$ cat config.mk
export PLATFORM = sky130hd
export DESIGN_NAME = alu_operand_sequencer
export DESIGN_NICKNAME = d
export VERILOG_FILES = /design/src/rtl/alu_operand_sequencer_pkg.sv /design/src/rtl/key_debouncer.sv /design/src/rtl/alu_operand_sequencer.sv
export SDC_FILE = /design/constraint.sdc
export NUM_CORES = 1
export LEC_CHECK = 0
export CORE_MARGIN = 2
export CORE_UTILIZATION = 54
export DETAILED_ROUTE_END_ITERATION = 7
export PLACE_DENSITY_LB_ADDON = 0.25
export SLEW_MARGIN = 20
export SYNTH_ARGS = -nofsm -noshare
export SYNTH_HDL_FRONTEND = slang
export SYNTH_SLANG_ARGS = --single-unit
export TNS_END_PERCENT = 50
$ cat constraint.sdc
create_clock -name CLOCK_50 -period 2.7 [get_ports CLOCK_50]
set_clock_uncertainty 0.05 [all_clocks]
set_input_delay 0.405 -clock CLOCK_50 [delete_from_list [all_inputs] [get_ports CLOCK_50]]
set_output_delay 0.405 -clock CLOCK_50 [all_outputs]
set_load 0.1 [all_outputs]
$ cat src/rtl/alu_operand_sequencer_pkg.sv
// Shared step encodings, opcode set and operand bundle for the
// operand entry sequencer and the downstream ALU.
package alu_operand_sequencer_pkg;

    localparam logic [1:0] S_A    = 2'd0;
    localparam logic [1:0] S_B    = 2'd1;
    localparam logic [1:0] S_OP   = 2'd2;
    localparam logic [1:0] S_SHOW = 2'd3;

    localparam logic [2:0] OP_AND       = 3'b000;
    localparam logic [2:0] OP_OR        = 3'b001;
    localparam logic [2:0] OP_ADD       = 3'b010;
    localparam logic [2:0] OP_SUB       = 3'b011;
    localparam logic [2:0] OP_MUL2      = 3'b100;
    localparam logic [2:0] OP_DIV2      = 3'b101;
    localparam logic [2:0] OP_MAX_LEGAL = OP_DIV2;

    typedef struct packed {
        logic [3:0] a;
        logic [3:0] b;
        logic [2:0] op;
    } operands_t;

    function automatic logic opcode_legal(input logic [2:0] op);
        return op <= OP_MAX_LEGAL;
    endfunction

    function automatic logic [3:0] step_leds(input logic [1:0] s);
        return 4'b0001 << s;
    endfunction

endpackage

$ cat src/rtl/key_debouncer.sv
// Pushbutton conditioner: 2-FF synchronizer, stability counter and a
// single-cycle pulse on each accepted press (active-low key).
module key_debouncer #(
    parameter int DEBOUNCE_CYCLES = 1000000,
    parameter int CNT_W           = 20
) (
    input  logic clk,
    input  logic rst_n,
    input  logic key_n,
    output logic press
);

    localparam logic [CNT_W-1:0] LAST = CNT_W'(DEBOUNCE_CYCLES - 1);

    logic             meta;
    logic             sync;
    logic             level;
    logic [CNT_W-1:0] cnt;
    logic             mismatch;
    logic             expire;

    assign mismatch = sync != level;
    assign expire   = mismatch && (cnt == LAST);

    always_ff @(posedge clk or negedge rst_n) begin
        if (!rst_n) begin
            meta  <= 1'b1;
            sync  <= 1'b1;
            level <= 1'b1;
            cnt   <= '0;
            press <= 1'b0;
        end else begin
            meta  <= key_n;
            sync  <= meta;
            // only the 1->0 flip of the accepted level is a press
            press <= expire && !sync;
            if (expire) begin
                level <= sync;
                cnt   <= '0;
            end else if (mismatch) begin
                cnt <= cnt + CNT_W'(1);
            end else begin
                cnt <= '0;
            end
        end
    end

endmodule

$ cat src/rtl/alu_operand_sequencer.sv
// Operand entry sequencer: steps through A, B and opcode on each enter
// press and holds the completed set for the ALU until the next press.
module alu_operand_sequencer
    import alu_operand_sequencer_pkg::*;
#(
    parameter int DEBOUNCE_CYCLES = 1000000,
    parameter int CNT_W           = 20
) (
    input  logic        CLOCK_50,
    input  logic        RST_N,
    input  logic [17:0] SW,
    input  logic [3:0]  KEY,
    output logic [3:0]  OP_A,
    output logic [3:0]  OP_B,
    output logic [2:0]  OPCODE,
    output logic        VALID,
    output logic [3:0]  LEDG
);

    logic      enter_p;
    logic      clear_p;
    logic [1:0] state;
    logic [1:0] state_d;
    operands_t ops;
    operands_t ops_d;
    logic      unused;

    assign unused = ^{SW[17:8], SW[3], KEY[3], KEY[0]};

    key_debouncer #(
        .DEBOUNCE_CYCLES(DEBOUNCE_CYCLES),
        .CNT_W          (CNT_W)
    ) u_enter (
        .clk  (CLOCK_50),
        .rst_n(RST_N),
        .key_n(KEY[1]),
        .press(enter_p)
    );

    key_debouncer #(
        .DEBOUNCE_CYCLES(DEBOUNCE_CYCLES),
        .CNT_W          (CNT_W)
    ) u_clear (
        .clk  (CLOCK_50),
        .rst_n(RST_N),
        .key_n(KEY[2]),
        .press(clear_p)
    );

    always_comb begin
        state_d = state;
        ops_d   = ops;
        if (clear_p) begin
            state_d = S_A;
            ops_d   = '0;
        end else if (enter_p) begin
            unique case (state)
                S_A: begin
                    ops_d.a = SW[7:4];
                    state_d = S_B;
                end
                S_B: begin
                    ops_d.b = SW[7:4];
                    state_d = S_OP;
                end
                S_OP: begin
                    if (opcode_legal(SW[2:0])) begin
                        ops_d.op = SW[2:0];
                        state_d  = S_SHOW;
                    end
                end
                S_SHOW: begin
                    state_d = S_A;
                end
            endcase
        end
    end

    always_ff @(posedge CLOCK_50 or negedge RST_N) begin
        if (!RST_N) begin
            state <= S_A;
            ops   <= '0;
        end else begin
            state <= state_d;
            ops   <= ops_d;
        end
    end

    assign OP_A   = ops.a;
    assign OP_B   = ops.b;
    assign OPCODE = ops.op;
    assign VALID  = state == S_SHOW;
    assign LEDG   = step_leds(state);

endmodule
After elaboration in Yosys (flattened, before gate mapping). Cells that the tools add are included. W data, S select, Z words.

Add/subtract/negate cells: 2. Equality and inequality tests: 8. Muxes and demuxes: 14. Reduce and logical (&&, ||, !) cells: 16. Magnitude comparators: 1. Shifts and indexed selects: 1.

Operators by type and width (count): $mux W20 (4); $add A20 B1 Y20 const B (2); $eq A20 B20 Y1 const B (2); $mux W11 (2); $reduce_bool A2 Y1 (5); $mux W4 (2); $pmux W2 S4 (1); $mux W2 (3); $mux W3 (2); $reduce_and A2 Y1 (3); $eq A2 B2 Y1 const B (2); $logic_and A1 B1 Y1 (4); $shl A1 B2 Y4 const A (1); $le A3 B3 Y1 const B (1); $ne A3 B2 Y1 const B (1); $reduce_and A3 Y1 (1); $eq A2 B1 Y1 const B (1); $logic_not A1 Y1 (2); $logic_not A2 Y1 (1); $ne A1 B1 Y1 (2).

Output and inout port bits: 16. Word-level logic and storage cells: 56. Register bits after elaboration: 61. Bits of input ports: 24.

Longest topological paths before layout. Gate-level depths: netlist (run 1).

Depth after elaboration: 5. Gate-level depth with buffers: 6. Mapped depth without buffers: 6.

Cells and area by module. From an unflattened synthesis (run 1), not the netlist that was laid out.

Cells, all modules: 295. Area, all modules: 3014.1 um^2.

Modules (own cells, without submodules): key_debouncer (cells an instance 114, seq. area each 604.3 um^2, instances 2, area an instance 1171.1 um^2); alu_operand_sequencer (cells an instance 67, seq. area each 325.3 um^2, instances 1, area an instance 671.9 um^2).

Worst setup path after synthesis (run 1). No wires, ideal clock.

Path kind: reg-to-reg. From: register state[0]. To: register ops, in the netlist OPCODE[0]. Clock period less this slack: 2126 ps. Arrival time: 1944 ps. Slack: 574 ps. Cell stages (with the launch flop): 7. Required time: 2518 ps. Cells stage by stage: dfrtp_1 > inv_1 > ha_1 > nand2_1 > a21oi_1 > mux2i_1 > nor2_1.

Cells in the longest elaborated chain, start to end: 3.

Ends and longest elaborated chain: start, declared (line alu_operand_sequencer.sv:22) `logic [1:0] state;`; start signal, assigned (line alu_operand_sequencer.sv:84) `state <= state_d;`; $eq A2 B2 Y1 (line alu_operand_sequencer.sv:57) `unique case (state)`; $reduce_bool A2 Y1 (no line); $reduce_and A3 Y1 (no line); end signal, assigned (line alu_operand_sequencer.sv:85) `ops <= ops_d;`; end, declared (line alu_operand_sequencer.sv:24) `operands_t ops;`.

No other way between the ends. A chain may end at the register's enable or synchronous reset.

Final worst setup path (run 1).
From: register u_enter.cnt[4]. To: register u_enter.cnt[17].

Cells in the longest elaborated chain, start to end: 3.

Ends and longest elaborated chain: start, declared (line key_debouncer.sv:18) `logic [CNT_W-1:0] cnt;`; start signal, assigned (line key_debouncer.sv:41) `cnt <= cnt + CNT_W'(1);`; $add A20 B1 Y20 or $eq A20 B20 Y1 (tied branches) (line key_debouncer.sv:41, key_debouncer.sv:23); $mux W20 or $logic_and A1 B1 Y1 (tied branches) (line key_debouncer.sv:40, key_debouncer.sv:23); $mux W20 (*) (line key_debouncer.sv:37) `if (expire) begin`.

Mark *: on every way between the ends. The rest lies on a longest branch, timed or not.

==> summary.md, run 1 <==
| Metric | Value |
|---|---|
| Combinational power share | `under 10%` |
| # DRC | `0` |
| Outcome | `completed` |
| Final setup margin | `between 0.5 and 0.6 ns` |
| Hold_buf cts | `0` |
| Die Span X | `76.83 um` |
| Nets | `~350` |
| # fillers | `428` |
| Post-CTS setup buffers | `0` |
| Via count | `2159` |
| Clk root buf | `clkbuf_8` |
| Clock tree buffer depth | `2` |
| FF-to-FF End | `u_enter.cnt[17]` |
| Dominant cell by count in the synthesized netlist | `dfrtp_1` |
| Count of final setup violators | `0` |
| Crit-path most repeated cell | `or4_1` |
| Largest net degree at the start of global routing | `32` |
| Boundary Pins | `40` |
| Fraction of layout cells with a size suffix above 1 | `14.07%` |
| EDFF count, synth | `0` |
| H-tree Lvls | `3` |
| Cell variety after synth | `29` |
| Layout area overhead | `16.99%` |
| Max Cap Viol | `0` |
| DRT Pass-1 Iters | `5` |
| Worst Max-Slew Pin Slew | `just over 0.7 ns` |
| Initial antenna violation count | `0` |
| CTS tree | `built` |
| Core area | `just over 5000 um2` |
| Placed cell count | `about 380` |
| Final Cycle Share | `81.23%` |
| Crit path buf inv count | `0` |
| Rel. slew slack | `52.95%` |
| Post-Syn Area per Cell | `around 9.9 um2` |
| Critical Path Slowest Stage Cell | `or4_1` |
| Leakage | `0.001383 uW` |
| Synthesized instance count | `288` |
| Clk pwr share | `40.9%` |
| Peak Freq | `456.0 MHz` |
| Worst-path fanout max | `10` |
| CTS resizes | `0` |
| Num rows | `26` |
| Synth Flop Type | `dfrtp_1` |
| Arr. time, crit path | `~2.4 ns` |
| Final std cells w/o fill | `397` |
| Yosys top cell by area | `dfrtp_1` |
| Sequential share of power | `54.0%` |
| Crit path cell chain | `nand3_1, or4_1, or4_1, a21oi_1` |
| Total Routed Length | `5311 um` |
| Area of the multi-input gates | `roughly 1300 um2` |
| Initial Utilization | `56.08%` |
| Pwr Density | `519.8 nW/um2` |
| Wire length of the first global-routing pass | `around 9400 um` |
| Full die area | `5902 um2` |
| Total Routing Usage GR | `20.07%` |
| Post-route ant nets | `0` |
| Num CTS Buffers | `9` |
| Post-route cell area | `3351 um2` |
| Internal power | `1343 uW` |
| Crit end category | `flip-flop` |
| PortBufs | `26` |
| Flops & latches, synth | `61` |
| Vias/cell | `5.438` |
| Reg2Reg Depth | `4` |
| Switching share of power | `between 20% and 30%` |
| Setup slack, reg-to-reg | `between 0.5 and 0.6 ns` |
| Commonest cells in the synthesized netlist | `dfrtp_1 (55), nor2_1 (42), nand3_1 (26)` |
| Seq. cell area | `1534 um2` |
| Initial DRC Count | `146` |
| Clk_lat worst skew | `0.33 ns` |
| Largest cells by area after synthesis | `dfrtp_1 (48%), xnor2_1 (7.6%), dfstp_2 (5.5%), nor2_1 (5.5%), nand3_1 (4.5%)` |
| GPL Wtd Cong | `0.8107` |
| WL per Instance | `around 13 um` |
| Critical Setup Path Class | `reg2reg` |
| Worst setup SP type | `flip-flop` |
| Vias in the first global route | `1988` |
| Register area share after synthesis | `53.56%` |
| Grt ovf | `0` |
| CP delay by family, top | `simple AND/OR/NAND/NOR gates` |
| RR Startpoint | `u_enter.cnt[4]` |
| Yosys warns | `0` |
| Net count after synthesis | `319` |
| HP Class | `in2async` |
| Unrepaired setup endpoints after global routing | `false` |
| Clock Sinks | `61` |
| Setup Total Neg Slack | `0 ns` |
| Clock slew seen by the registers of the worst setup and hold paths | `roughly 0.060 ns` |
| Max-slew violations | `0` |
| Fin. Hold Viols | `0` |
| Die height | `just under 80 um` |
| Synth top area share | `48.06%` |
| Antenna cells | `0` |
| HPWL Detailed | `3487 um` |
| FFs w/ async S/R, synth | `100.0%` |
| Mapped Area | `between 2000 and 3000 um2` |
| Place WS | `0.5264 ns` |
| Peak VDD IR | `approximately 400 uV` |
| Dpl cell area | `roughly 3200 um2` |
| Net Sw Power | `between 300 and 400 uW` |
| CP Data Required Time | `approximately 2.9 ns` |
| CP max stage delay | `0.70 ns` |
| Post-layout minimum cycle time | `approximately 2.2 ns` |
## kinds of logic (layout without fill, tap and decap cells)
group	Yosys count	in the layout	share of synthesized area, %
and+or+nand+nor	139	139	24.46
adders and majority gates	7	7	3.058
buffers and inverters	20	59	2.796
AOI/OAI and AO/OA	27	27	5.505
DFF	61	61	53.56
xor gates and xnor gates	31	31	9.480
muxes	3	3	1.136
## state kept, by name, summed over array words and instances, names as in the netlist
name	cells
u_clear.cnt	20
u_enter.cnt	20
OP_A	4
OP_B	4
OPCODE	3
state	2
u_clear.level	1
u_clear.meta	1
u_clear.press	1
u_clear.sync	1
u_enter.level	1
u_enter.meta	1
u_enter.press	1
u_enter.sync	1
## placed cells by master, fill, tap and decap left out, types with 11 or more instances in the layout
| cell type | synthesis | routed |
|---|---|---|
| nand2_1 | 23 | 23 |
| a21oi_1 | 17 | 17 |
| xnor2_1 | 25 | 25 |
| clkbuf_8 | 0 | 11 |
| dfrtp_1 | 55 | 55 |
| nand3_1 | 26 | 26 |
| buf_4 | 1 | 21 |
| nor3_1 | 13 | 13 |
| nor4_1 | 11 | 11 |
| inv_1 | 12 | 12 |
| nor2_1 | 42 | 42 |
## worst max path at each step
stage               cells after the start              end           start
finish                                  4  u_enter.cnt[17]  u_enter.cnt[4]
global route                            4  u_enter.cnt[17]  u_enter.cnt[4]
CTS                                     4  u_enter.cnt[17]  u_enter.cnt[4]
detailed placement                      4  u_enter.cnt[17]  u_enter.cnt[4]
global placement                        4  u_enter.cnt[17]  u_enter.cnt[4]
floorplan                               6        OPCODE[0]        state[0]
## per-layer routing
layer / vias up / GRT usage [%] / share of wire [%]
met5: - / 0 / 0
met4: 0 / 8.364 / 0.79
met3: 8 / 5.294 / 4.9
met2: 48 / 31.49 / 48
met1: 1034 / 26.49 / 46
li1: 1069 / - / -
## power by group through the flow
stage          clock (uW)  sequential [uW]  combinational, uW
6_report              713              940               88.8
5_1_grt               780              942                100
4_1_cts               735              940               91.1
3_5_place_dp            0              957               90.2
3_3_place_gp            0              956               89.4
2_1_floorplan           0              973               23.2
## final cells by class
class                   instances  share of cell area (%)
repair buffers                 31                   7.543
well taps                      70                   2.614
clock buffers                  15                   4.966
flip-flops and latches         61                   45.78
inverters                      12                   1.344
multi-input cells             207                   37.60
clock inverters                 1                  0.1494
## metrics by stage
stage               utilization [%]  total power (uW)  hold slack (ns)
global placement              62.25              1046           0.2984
finish                        65.61              1742          0.07251
CTS                           65.61              1766          0.09126
global route                  65.61              1822           0.1202
detailed placement            62.25              1047           0.2972
floorplan                         -             996.7          0.05941
Note: power is estimated with default switching activity, not from simulation.
==> inputs of run 2 (changes only) <==
Clock period 2.7 ns to 2.2 ns, I/O delays scaled along.
==> run 2 against run 1 <==
Against the previous run:
- sequential power rose by 22%
- core utilization is 2.1 points higher
- register-to-register slack worse by 0.32 ns
- combinational power up 24%
- critical path type unchanged
- total power increased by 30%
- highest routed layer unchanged
- critical path depth unchanged
==> summary.md, run 2 (synthesis results as in run 1) <==
| Metric | Value |
|---|---|
| Outcome | `completed` |
| Nets | `356 (+0.85%)` |
| Reg2Reg Depth | `4 (unchanged)` |
| Setup Total Neg Slack | `0 ns (unchanged)` |
| RR Startpoint | `u_enter.cnt[8]` |
| HP Class | `reg2reg` |
| Count of final setup violators | `0 (unchanged)` |
| Vias in the first global route | `2156 (+8.5%)` |
| Clk_lat worst skew | `0.35 ns (+0.02 ns)` |
| Die Span X | `76.83 um (unchanged)` |
| Hold_buf cts | `1 (+1)` |
| Initial antenna violation count | `0 (unchanged)` |
| Placed cell count | `383 (+0.52%)` |
| Power Total | `2263 uW (+30%)` |
| Fraction of layout cells with a size suffix above 1 | `15.45% (+1.4 points)` |
| CTS resizes | `0 (unchanged)` |
| Post-layout minimum cycle time | `2.011 ns (-0.1821 ns)` |
| Setup slack, reg-to-reg | `0.19 ns (-0.32 ns)` |
| Critical Path Start | `u_enter.cnt[8]` |
| CTS tree | `built` |
| Max-slew violations | `0 (unchanged)` |
| Most frequent cells in the layout | `dfrtp_1 (55), nor2_1 (42), nand3_1 (26), xnor2_1 (25), nand2_1 (23)` |
| Initial DRC Count | `81 (-45%)` |
| Post-CTS setup buffers | `0 (unchanged)` |
| Initial Utilization | `56.08% (unchanged)` |
| Via count | `2186 (+1.3%)` |
| Crit end category | `flip-flop` |
| Peak Freq | `497.3 MHz (+9.1%)` |
| Wire length of the first global-routing pass | `9549 um (+1.8%)` |
| GPL Wtd Cong | `0.8577 (+5.8%)` |
| CP endpoint | `u_enter.cnt[19]` |
| Num CTS Buffers | `9 (unchanged)` |
| Clock tree buffer depth | `2 (unchanged)` |
| Die height | `76.83 um (unchanged)` |
| HPWL Detailed | `3438 um (-1.4%)` |
| Num rows | `26 (unchanged)` |
| Worst Max-Slew Pin Slew | `0.4322 ns (-0.2736 ns)` |
| Total Routed Length | `5123 um (-3.5%)` |
| Clock Sinks | `61 (unchanged)` |
| Post-route cell area | `3457 um2 (+3.2%)` |
| CP Data Required Time | `2.42 ns (-0.48 ns)` |
| Worst-path fanout max | `8 (-2)` |
| Grt ovf | `0 (unchanged)` |
| Vias/cell | `5.465 (+0.49%)` |
| Final std cells w/o fill | `400 (+0.76%)` |
| WL per Instance | `12.81 um (-4.3%)` |
| Worst min-delay path startpoint | `u_clear.meta` |
| Post-layout util | `67.69% (+2.1 points)` |
| Clk root buf | `clkbuf_8` |
| H-tree Lvls | `3 (unchanged)` |
| Layout area overhead | `20.71%` |
| Total Routing Usage GR | `20.47% (+0.40 points)` |
| Pwr Density | `654.7 nW/um2 (+26%)` |
| Commonest non-fill, non-tap cell in the layout | `dfrtp_1` |
| # DRC | `0 (unchanged)` |
| Unrepaired setup endpoints after global routing | `false` |
| Full die area | `5902 um2 (unchanged)` |
| Dpl cell area | `3244 um2 (+2.0%)` |
| Biggest regs | `u_clear.cnt: 20 flops, u_enter.cnt: 20 flops` |
| Boundary Pins | `40 (unchanged)` |
| PortBufs | `26 (unchanged)` |
| FF-to-FF End | `u_enter.cnt[19]` |
| Clock slew seen by the registers of the worst setup and hold paths | `0.07 ns (about the same)` |
| Peak VDD IR | `455.4 uV (+12%)` |
| Rel. slew slack | `71.10% (+18 points)` |
| Worst setup SP type | `flip-flop` |
| Antenna cells | `0 (unchanged)` |
| Fin. Hold Viols | `0 (unchanged)` |
| DRT Pass-1 Iters | `4 (-1)` |
| Arr. time, crit path | `2.23 ns (-0.16 ns)` |
| Critical Setup Path Class | `reg2reg` |
| Largest net degree at the start of global routing | `45 (+41%)` |
| Core area | `5107 um2 (unchanged)` |
| Max Cap Viol | `0 (unchanged)` |
| Final Cycle Share | `91.41% (+10 points)` |
| Post-route ant nets | `0 (unchanged)` |
| Leakage | `0.001425 uW (+3.1%)` |
run 2: changes by cell type in the layout (fill, tap and decap cells not counted):
| cell | change |
|---|---|
| buf_12 | +4 |
| clkbuf_1 | -3 |
| buf_4 | -2 |
| bufinv_16 | +1 |
| clkinv_2 | +1 |
| clkinvlp_4 | +1 |
| dlygate4sd3_1 | +1 |
run 2: final cells by class:
class	count	area [um2]
clock inverters	4	47.55
inverters	12	45.04
flip-flops and latches	61	1534
clock buffers	12	155.1
well taps	70	87.58
repair buffers	34	327.8
fillers	405	1650
multi-input cells	207	1260
run 2: metrics by stage:
step / hold WS (ns) / setup WS [ns]
global route: 0.3102 / 0.09227
finish: 0.3072 / 0.1890
CTS: 0.3089 / 0.1817
floorplan: -0.01559 / 0.07416
global placement: 0.2436 / 0.2326
detailed placement: 0.2427 / 0.2097
run 2: how the worst min path moves through the flow:
stage,end,depth (start not counted)
floorplan,OPCODE[0],0
global placement,OP_B[1],1
detailed placement,OP_B[1],1
CTS,u_clear.sync,0
global route,u_clear.sync,0
finish,u_clear.sync,0
run 2: critical path, cell delays in order, from the launching register on:
cell and delay (ns):
dfrtp_1 0.44, nand4_2 0.13, or4_1 0.66, or4_1 0.51, a21oi_1 0.14
run 2: per-layer routing:
metal | share of wire (%) | vias up | track usage, %
met4 | 2.7 | 0 | 11.45
met1 | 46 | 1057 | 25.61
met3 | 4.3 | 10 | 5.294
met2 | 47 | 41 | 32.37
met5 | 0 | - | 0
li1 | - | 1078 | -
run 2: report_power, final:
group	leakage, uW	internal [uW]	total [uW]	switching (uW)
clock network	0.000102	581	1000	419
registers	0.000775	1140	1150	13.1
logic	0.000547	38.1	110	71.6
total	0.00142	1760	2260	504
==> inputs of run 3 (changes only) <==
Settings changed: SLEW_MARGIN 20 to not set.
==> results of run 3 <==
Final layout, timing and power as in run 2 (identical DEF).
